File: config.mk
export PLATFORM = sky130hd
export DESIGN_NAME = disp_scan_ctrl
export DESIGN_NICKNAME = d
export VERILOG_FILES = /design/src/rtl/disp_scan_ctrl.sv
export SDC_FILE = /design/constraint.sdc
export NUM_CORES = 1
export LEC_CHECK = 0
export ABC_AREA = 1
export CAP_MARGIN = 20
export CELL_PAD_IN_SITES_DETAIL_PLACEMENT = 1
export CELL_PAD_IN_SITES_GLOBAL_PLACEMENT = 2
export CORE_MARGIN = 1.5
export CORE_UTILIZATION = 26
export DETAILED_ROUTE_END_ITERATION = 12
export PLACE_DENSITY_LB_ADDON = 0.25
export RECOVER_POWER = 25
export SLEW_MARGIN = 20
export SYNTH_ARGS = -nofsm -noshare
export SYNTH_HDL_FRONTEND = slang
export SYNTH_SLANG_ARGS = --single-unit
File: constraint.sdc
create_clock -name clk -period 2.4 [get_ports clk]
set_input_delay 0.48 -clock clk [delete_from_list [all_inputs] [get_ports clk]]
set_output_delay 0.48 -clock clk [all_outputs]
set_load 0.005 [all_outputs]
File: src/rtl/disp_scan_ctrl.sv
// disp_scan_ctrl: 4-digit 7-segment scan scheduler.
// Fixed 16-tick slots, blanking lead-in, PWM brightness, skips disabled digits.
module disp_scan_ctrl #(
   parameter int DIV         = 5,
   parameter int BLANK_TICKS = 1
) (
   input  logic       clk,
   input  logic       rst,
   input  logic [7:0] digit0,
   input  logic [7:0] digit1,
   input  logic [7:0] digit2,
   input  logic [7:0] digit3,
   input  logic [3:0] digit_en,
   input  logic [3:0] brightness,
   output logic [3:0] LEDSEL,
   output logic [7:0] LEDOUT,
   output logic [1:0] scan_idx,
   output logic       frame_done
);

   localparam int PW = (DIV > 1) ? $clog2(DIV) : 1;
   localparam logic [PW-1:0] PRE_MAX = PW'(DIV - 1);
   localparam logic [4:0] BLANK = 5'(BLANK_TICKS);

   logic [PW-1:0] pre;
   logic          tick;
   logic [3:0]    t;
   logic [3:0]    t_nxt;
   logic [7:0]    snap;
   logic [7:0]    snap_nxt;
   logic [1:0]    idx_adv;
   logic [1:0]    idx_nxt;
   logic [1:0]    cand;
   logic          found;
   logic [7:0]    digit_sel;
   logic          fd_nxt;
   logic          on;
   logic [4:0]    tn5;
   logic [3:0]    sel_nxt;
   logic [7:0]    out_nxt;

   assign tick = (pre == PRE_MAX);

   // Prescaler: one scan tick every DIV clocks.
   always_ff @(posedge clk or posedge rst) begin
      if (rst) begin
         pre <= '0;
      end else if (tick) begin
         pre <= '0;
      end else begin
         pre <= pre + PW'(1);
      end
   end

   // Find the next enabled digit in circular order; self is last choice.
   always_comb begin
      idx_adv = scan_idx;
      found   = 1'b0;
      cand    = scan_idx;
      for (int k = 1; k <= 4; k++) begin
         cand = scan_idx + 2'(k);
         if (!found && digit_en[cand]) begin
            idx_adv = cand;
            found   = 1'b1;
         end
      end
   end

   // Pattern of the digit about to be scanned.
   always_comb begin
      digit_sel = 8'hFF;
      case (idx_adv)
         2'd0:    digit_sel = digit0;
         2'd1:    digit_sel = digit1;
         2'd2:    digit_sel = digit2;
         default: digit_sel = digit3;
      endcase
   end

   // Next slot state and drive decision from the post-tick (idx, t).
   always_comb begin
      t_nxt    = t + 4'd1;
      idx_nxt  = scan_idx;
      snap_nxt = snap;
      fd_nxt   = 1'b0;
      if (t == 4'hF) begin
         t_nxt    = 4'd0;
         idx_nxt  = idx_adv;
         snap_nxt = digit_sel;
         fd_nxt   = (|digit_en) && (idx_adv <= scan_idx);
      end
      tn5 = {1'b0, t_nxt};
      on  = digit_en[idx_nxt]
            && (tn5 >= BLANK)
            && ((tn5 - BLANK) < {1'b0, brightness});
      sel_nxt = 4'hF;
      out_nxt = 8'hFF;
      if (on) begin
         sel_nxt = ~(4'b0001 << idx_nxt);
         out_nxt = snap_nxt;
      end
   end

   // Slot state and registered outputs, advanced only on scan ticks.
   always_ff @(posedge clk or posedge rst) begin
      if (rst) begin
         t          <= 4'd0;
         scan_idx   <= 2'd0;
         snap       <= 8'hFF;
         LEDSEL     <= 4'hF;
         LEDOUT     <= 8'hFF;
         frame_done <= 1'b0;
      end else begin
         frame_done <= tick & fd_nxt;
         if (tick) begin
            t        <= t_nxt;
            scan_idx <= idx_nxt;
            snap     <= snap_nxt;
            LEDSEL   <= sel_nxt;
            LEDOUT   <= out_nxt;
         end
      end
   end

endmodule

==> flow_metrics.tcl, run 1 <==
set metrics [dict create \
    outcome "finished clean" \
    fin_total_pwr_mw 1.16 \
    cts.reportedPaths.clkPinSlew_ns 0.07 \
    core-area_um2 8300 \
    clockBufferDepth 2 \
    cp_num_buf_inv 2 \
    synthTopCellsByCount "nand2_1, nand3_1, inv_1" \
    post_route_cells_drive_above_1_share_pct 21.3 \
    syn-num-nets 385 \
    min_to "pre[0]" \
    nets 464 \
    clock_latency_ns 0.28 \
    grtUsageTotal_pct 14.7 \
    r2r_cells 13 \
    fill_cells 1060 \
    critPathLaunchType "flip-flop" \
    worst_pin_slew_ns 0.757 \
    synth_area_um2 2240 \
    cts_tree "built" \
    holdPathStages 1 \
    crit_slowest_cell "dfrtp_1" \
    pre_cts_ws_ns -0.249 \
    hold_viol_final 0 \
    ys_seq_area_share_pct 34.6 \
    r2r-start "scan_idx[0]" \
    synth-main-ff-cell "dfstp_2" \
    final_core_util_pct 38.7 \
    rsz0062_at_grt "no" \
    cp.arrival_ns 2.38 \
    ys_async_sr_fraction_pct 100 \
    viasPerCell 4.45 \
    worstSetupPathType "reg2reg" \
    firstDrtPassIters 4 \
    ir_drop_mv 0.216 \
    fin_hold_ws_ns 0.461 \
    cp.required_ns 2.60 \
    io_pins 57 \
    synth.area.top_cells "dfstp_2, nand2_1, dfrtp_1" \
    final-setup-viol-count 0 \
    placed_cell_area_um2 3060 \
    clockRootBuffer "clkbuf_8" \
    synth_edf_count 0 \
    slew_viol_final 0 \
    fin_crit_sh_pct 90.9 \
    cellPowerDensity_nw_per_um2 361 \
    maxCapViolations 0 \
    areaGrowthSynthToFinish_pct 43.2 \
    netlist.area_leader.share_pct 23.5 \
    h-tree-depth 2 \
    hold_class "reg2reg" \
    grt_pass1_vias 2366 \
    r2r-end "frame_done" \
    grt_max_degree 31 \
    drt_iter0_markers 69 \
    initial_core_util_pct 27.0 \
    r2r_slack_ns 0.22 \
    synthCells 334 \
    grt_first_pass_wirelength_um 10600 \
    fin_crit_ns 2.18 \
    dp_cells 508 \
    drc 0 \
    rows 33 \
    portBuffers 56 \
    yosys_register_bits 30 \
    finalSetupTns_ns 0 \
    die_w_um 95.8 \
    path_cells "buf_4 -> nand2_1 -> nand2_2 -> nand2_2 -> nand2_4 -> o21ai_1 -> nand3_2 -> nand2_4 -> inv_2 -> ha_1 -> a21oi_1 -> a21oi_1 -> nor3_2" \
    max_stage_delay_ns 0.43 \
    ant_nets 0 \
    yosysUniqueCellTypes 29 \
    leakage_nw 1.63 \
    die_y_um 95.8 \
    numCtsBuffers 5 \
    cts_hold_buf 0 \
    fmax_mhz 459 \
    hpwl_um 4930 \
    slew_headroom_pct 49.5 \
    gr-total-overflow 0 \
    cp_top_family "simple AND/OR/NAND/NOR gates" \
    path_max_fanout 7 \
    synth_top_area_cell "dfstp_2" \
    wl_per_cell_um 11.9 \
    antenna_cells 0 \
    yosys_warnings 0 \
    fin_skew_ns 0.00261 \
    end_kind "flip-flop" \
    fin_area_um2 3210 \
    multi_input_area_um2 1230 \
    antenna_found_initial 0 \
    final_cells 519 \
    syn_avg_cell_area_um2 6.71 \
    place_congestion 0.808 \
    drt-total-wl_um 6200 \
    regArea_um2 776 \
    worstHoldStart "pre[0]" \
    routed-via-count 2312 \
    clock-sinks 30 \
    dieArea_um2 9180 \
    yosysMostFrequentCell "nand2_1" \
    worst_slack_ns 0.219 \
]
[logic make-up (layout without fill, tap and decap cells)]
kind of cell / Yosys count / in the layout / share of synthesized area (%)
xor+xnor: 3 / 3 / 1.17
fa+ha+maj: 9 / 9 / 5.03
buf+inv: 57 / 137 / 11.4
simple gates: 205 / 205 / 40.9
flops: 30 / 30 / 34.6
compound gates: 30 / 30 / 6.82
[how the worst max path moves through the flow]
stage,startpoint,to,slack (ns),cells after the start
5_1_grt,t[0],LEDOUT[7],0.003,14
3_3_place_gp,digit_en[1],frame_done,-0.25,13
2_1_floorplan,t[0],LEDOUT[0],0.22,12
4_1_cts,digit_en[1],frame_done,0.04,13
3_5_place_dp,digit_en[1],frame_done,-0.25,13
6_report,scan_idx[0],frame_done,0.22,13
[timing repair]
action	4_1_cts	5_1_grt
hold endpoints to repair	0	0
setup endpoints to repair	0	15
gates resized for setup	0	9
buffers inserted	0	3
[routing by layer]
layer / GRT usage (%) / vias up / part of all wire (%)
li1: - / 1189 / -
met1: 18.4 / 1077 / 46
met2: 25.9 / 41 / 50
met3: 2.84 / 5 / 3.4
met4: 2.82 / 0 / 0.55
met5: 0 / - / 0
[cell type report]
| cell class | count | area share, % |
|---|---|---|
| Clock buffer | 6 | 2.57 |
| Multi-Input combinational cell | 247 | 38.4 |
| Sequential cell | 30 | 24.2 |
| Inverter | 45 | 5.34 |
| Tap cell | 105 | 4.10 |
| Clock inverter | 2 | 0.390 |
| Timing Repair Buffer | 84 | 25.0 |
[layout by cell type, fill, tap and decap left out, types with 8 or more instances in the layout]
cell type and count:
ha_1 8, nand2_1 106, nand2_2 11, o21ai_0 8
clkdlybuf4s50_1 51, buf_4 25, nor2_1 33, dfrtp_1 10
o21ai_1 16, nand3_1 38, dfstp_2 20, inv_1 37
[worst reg2reg max path: stages (launching register included)]
cell and delay [ns]:
dfrtp_1 0.43, buf_4 0.18, nand2_1 0.08, nand2_2 0.08, nand2_2 0.10, nand2_4 0.08, o21ai_1 0.16, nand3_2 0.12
nand2_4 0.15, inv_2 0.07, ha_1 0.29, a21oi_1 0.15, a21oi_1 0.08, nor3_2 0.17
[report_power, final]
group	total (mW)	internal (mW)	switching (mW)
Combinational	0.219	0.118	0.102
Sequential	0.509	0.509	0.000348
Clock	0.430	0.230	0.200
Total	1.16	0.857	0.302
[sequential cells by signal, summed over array words and instances, names as in the netlist]
signal	count
LEDOUT	8
t	4
pre	3
LEDSEL	4
snap	8
frame_done	1
scan_idx	2
No activity file was read; power rests on OpenSTA's default activity.
==> run 2: changes to the inputs <==
==> constraint.sdc (replaced) <==
create_clock -name clk -period 2.33 [get_ports clk]
set_input_delay 0.466 -clock clk [delete_from_list [all_inputs] [get_ports clk]]
set_output_delay 0.466 -clock clk [all_outputs]
set_load 0.005 [all_outputs]
==> flow_metrics.tcl, run 2 (synthesis results as in run 1) <==
set metrics [dict create \
    worst_pin_slew_ns 0.771 \
    cts.reportedPaths.clkPinSlew_ns 0.06 \
    startpoint "scan_idx[0]" \
    maxCapViolations 0 \
    top_regs "LEDOUT x8, snap x8" \
    cp.required_ns 2.52 \
    hold_class "reg2reg" \
    cp.arrival_ns 2.40 \
    wl_per_cell_um 12.5 \
    rsz0062_at_grt "yes" \
    cellPowerDensity_nw_per_um2 385 \
    clockRootBuffer "clkbuf_8" \
    rows 33 \
    gr-total-overflow 0 \
    end_kind "flip-flop" \
    cp_top_family "simple AND/OR/NAND/NOR gates" \
    critPathLaunchType "flip-flop" \
    die_y_um 95.8 \
    grt.busiest_layer "met2" \
    worstHoldStart "snap[1]" \
    cts_tree "built" \
    slew_viol_final 0 \
    antenna_cells 0 \
    fin_crit_ns 2.20 \
    core-area_um2 8300 \
    grt_first_pass_wirelength_um 11200 \
    portBuffers 56 \
    grtUsageTotal_pct 15.4 \
    cpMostUsedCell "nand2_4" \
    dieArea_um2 9180 \
    grt_max_degree 31 \
    fin_skew_ns 0.00392 \
    post_route_cells_drive_above_1_share_pct 26.0 \
    initial_core_util_pct 27.0 \
    drc 0 \
    fin_crit_sh_pct 94.6 \
    drt-total-wl_um 6500 \
    worstSetupPathType "reg2reg" \
    fin_area_um2 3310 \
    clockBufferDepth 2 \
    viasPerCell 4.48 \
    cts_hold_buf 0 \
    r2r-start "scan_idx[0]" \
    use_met3_pct 3.00 \
    fmax_mhz 454 \
    leakage_nw 1.67 \
    final_common_cell "nand2_1" \
    ant_nets 0 \
    routed-via-count 2333 \
    slew_headroom_pct 48.6 \
    layout_common_cells "nand2_1, clkdlybuf4s50_1, inv_1, nand3_1, nor2_1" \
    finalSetupTns_ns 0 \
    die_w_um 95.8 \
    path_cells "buf_6 -> nand2_1 -> nand2_2 -> nand2_4 -> nand2_4 -> nor2_2 -> nand3_2 -> nand2_4 -> inv_2 -> ha_1 -> a21oi_1 -> a21oi_1 -> nor3_2" \
    antenna_found_initial 0 \
    drt_iter0_markers 55 \
    clock_latency_ns 0.28 \
    grt.met2_usage_pct 27.4 \
    placed_cell_area_um2 3070 \
    crit_slowest_cell "dfrtp_2" \
    h-tree-depth 2 \
    met1_usage_pct 19.5 \
    r2r_slack_ns 0.13 \
    cp_num_buf_inv 2 \
    hpwl_um 5110 \
    max_stage_delay_ns 0.46 \
    ir_drop_mv 0.243 \
    hold_viol_final 0 \
    path_max_fanout 7 \
    firstDrtPassIters 4 \
    io_pins 57 \
    grt_pass1_vias 2442 \
    areaGrowthSynthToFinish_pct 48.0 \
    outcome "finished clean" \
    numCtsBuffers 5 \
    final-setup-viol-count 0 \
    place_congestion 0.808 \
    clock-sinks 30 \
    nets 466 \
]
==> run 2: changes by cell type in the layout (fill, tap and decap cells not counted), sizes merged <==
cell,before,now
bufinv,0,1
clkinv,4,2
clkinvlp,1,0
buf,27,29
clkbuf,7,8
inv,42,43
==> run 2: cell type report <==
class                           count  area [um^2]
Fill cell                        1044         4980
Clock inverter                      1         30.0
Inverter                           45          176
Multi-Input combinational cell    247         1290
Clock buffer                        7         76.3
Tap cell                          105          131
Timing Repair Buffer               86          830
Sequential cell                    30          779
==> run 2: worst paths after layout <==
kind,cells past startpoint,endpoint
setup reg to reg,13,frame_done
hold / removal,2,snap[1]
hold reg to reg,2,snap[1]
max in group asynchronous,3,scan_idx[1]
setup / recovery,13,frame_done
min in group asynchronous,3,t[0]
==> run 2: repair_timing <==
item / in CTS / in global routing
buffers inserted: 0 / 4
setup endpoints to repair: 2 / 19
pin swaps: 0 / 9
gates resized for setup: 2 / 34
hold endpoints to repair: 0 / 0
==> run 2: layer usage <==
| metal | wire length (um) | part of all wire, % |
|---|---|---|
| met5 | 0 | 0 |
| met4 | 24 | 0.37 |
| met3 | 177 | 2.7 |
| met2 | 3400 | 52 |
| met1 | 2900 | 45 |
==> run 2: tightest hold or removal path, delay by kind of cell (launching register included) <==
family | cells | cell delay (ns)
compound gates | 1 | 0.05
simple gates | 1 | 0.05
flops | 1 | 0.37
==> run 2: where the power goes <==
group	internal, mW	total (mW)	leakage [nW]	switching [mW]
sequential	0.524	0.525	0.323	0.000444
combinational	0.125	0.237	1.29	0.112
clock	0.320	0.514	0.0524	0.194
==> run 2: metrics by stage <==
stage | setup slack, ns | cells | power (mW) | hold WS (ns) | utilization, %
floorplan | 0.149 | 334 | 0.640 | 0.432 | -
finish | 0.125 | 521 | 1.28 | 0.473 | 39.9
CTS | 0.00159 | 517 | 1.29 | 0.478 | 38.3
detailed placement | -0.364 | 509 | 0.764 | 0.467 | 37.0
global placement | -0.308 | 509 | 0.760 | 0.447 | 37.0
global route | -0.0433 | 521 | 1.34 | 0.488 | 39.9
==> run 3: changes to the inputs <==
==> constraint.sdc (replaced) <==
create_clock -name clk -period 2.24 [get_ports clk]
set_input_delay 0.448 -clock clk [delete_from_list [all_inputs] [get_ports clk]]
set_output_delay 0.448 -clock clk [all_outputs]
set_load 0.005 [all_outputs]
==> flow_metrics.tcl, run 3 (synthesis results as in run 1) <==
set metrics [dict create \
    nets 477 \
    routed-via-count 2352 \
    end_kind "flip-flop" \
    fill_cells 1009 \
    ir_drop_mv 0.162 \
    clock-sinks 30 \
    final-setup-viol-count 0 \
    rsz0062_at_grt "yes" \
    clockRootBuffer "clkbuf_8" \
    fin_crit_sh_pct 96.8 \
    cellPowerDensity_nw_per_um2 361 \
    die_y_um 95.8 \
    drt-total-wl_um 6670 \
    cts.reportedPaths.clkPinSlew_ns 0.06 \
    grtUsageTotal_pct 15.1 \
    final_common_cell "nand2_1" \
    grt_first_pass_wirelength_um 10800 \
    outcome "finished clean" \
    final_cells 532 \
    initial_core_util_pct 27.0 \
    dp_cells 512 \
    critPathLaunchType "flip-flop" \
    wl_per_cell_um 12.5 \
    maxCapViolations 0 \
    cp.required_ns 2.44 \
    fin_area_um2 3500 \
    cpMostUsedCell "nand2_4" \
    max_stage_delay_ns 0.47 \
    slew_headroom_pct 50.4 \
    core-area_um2 8300 \
    fin_crit_ns 2.17 \
    antenna_cells 0 \
    io_pins 57 \
    drt_iter0_markers 38 \
    grt_max_degree 31 \
    grt_pass1_vias 2389 \
    ant_nets 0 \
    hold_viol_final 0 \
    r2r-start "scan_idx[0]" \
    gr-total-overflow 0 \
    clock_latency_ns 0.28 \
    path_cells "buf_6 -> nand2_4 -> nand2_4 -> nand2_4 -> nand2_4 -> nor2_4 -> nand3_2 -> nand2_4 -> inv_2 -> ha_1 -> a21oi_2 -> a21oi_2 -> nor3_2" \
    post_route_cells_drive_above_1_share_pct 31.6 \
    hpwl_um 5060 \
    slew_viol_final 0 \
    cts_tree "built" \
    h-tree-depth 2 \
    fin_skew_ns 0.00507 \
    crit_end "frame_done" \
    path_max_fanout 5 \
    layout_common_cells "nand2_1, clkdlybuf4s50_1, inv_1, nand3_1, buf_4" \
    r2r_slack_ns 0.07 \
    fmax_mhz 461 \
    viasPerCell 4.42 \
    hold_class "reg2reg" \
    placed_cell_area_um2 3100 \
    startpoint "scan_idx[0]" \
    cp.arrival_ns 2.37 \
    leakage_nw 1.72 \
    drc 0 \
    portBuffers 56 \
    r2r-end "frame_done" \
    firstDrtPassIters 4 \
    clockBufferDepth 2 \
    top_regs "LEDOUT x8, snap x8" \
    place_congestion 0.834 \
    numCtsBuffers 5 \
    dieArea_um2 9180 \
    crit_slowest_cell "dfrtp_2" \
    r2r_cells 13 \
    worstSetupPathType "reg2reg" \
    die_w_um 95.8 \
    areaGrowthSynthToFinish_pct 56.4 \
    antenna_found_initial 0 \
    worst_pin_slew_ns 0.743 \
    rows 33 \
]
run 3: cell count changes in the layout (fill, tap and decap cells not counted), moves of 3 or more:
cell            change
buf_4               +9
dlymetal6s2s_1      -3
nand2_1            -11
dlygate4sd2_1       +3
nand2_4             +9
run 3: timing repair:
item	4_1_cts	5_1_grt
setup endpoints to repair	6	20
endpoints found under the hold margin	0	0
hold buffers	0	0
resized for setup	4	59
pin swaps	3	20
buffers inserted	1	12
run 3: cell type report:
class                           instances  area, um^2  share of cell area, %
Clock buffer                            7        86.3                   2.46
Clock inverter                          1        5.00                  0.143
Inverter                               45         174                   4.96
Multi-Input combinational cell        247        1410                   40.2
Sequential cell                        30         778                   22.2
Tap cell                              105         131                   3.75
Timing Repair Buffer                   97         921                   26.3
run 3: metal layers:
metal	wire [um]	GRT usage, %	part of all wire [%]
met1	2990	18.8	45
met2	3470	26.8	52
met3	182	3.79	2.7
met4	21	1.84	0.31
met5	0	0	0
run 3: how the worst min path moves through the flow:
stage | slack, ns | to | startpoint | cells past startpoint
floorplan | 0.43 | pre[0] | pre[0] | 1
global placement | 0.45 | pre[0] | pre[0] | 1
detailed placement | 0.46 | pre[0] | pre[0] | 1
CTS | 0.47 | pre[0] | pre[0] | 1
global route | 0.49 | snap[1] | snap[1] | 2
finish | 0.47 | pre[0] | pre[0] | 1
run 3: worst max-delay path: cells and delay by family (launching register included):
| kind | cells | cell delay, ns |
|---|---|---|
| and+or+nand+nor | 8 | 0.83 |
| DFF | 1 | 0.47 |
| adders and majority gates | 1 | 0.32 |
| buffers and inverters | 2 | 0.23 |
| AOI/OAI and AO/OA | 2 | 0.23 |
run 3: report_power, final:
group / switching (mW) / total (mW) / leakage, nW / internal (mW)
registers: 0.000434 / 0.546 / 0.325 / 0.545
logic: 0.125 / 0.268 / 1.34 / 0.143
clock network: 0.204 / 0.451 / 0.0482 / 0.248
run 3: through the flow:
stage	hold WS (ns)	setup slack, ns	utilization [%]	total power, mW	setup TNS, ns
after detailed placement	0.461	-0.344	37.4	0.797	-4.81
after floorplan	0.432	0.0587	-	0.665	0
after global placement	0.449	-0.298	37.4	0.795	-4.02
after CTS	0.469	0.0108	38.6	1.27	0
after global routing	0.492	-0.0816	42.2	1.35	-0.658
final	0.466	0.0720	42.2	1.27	0
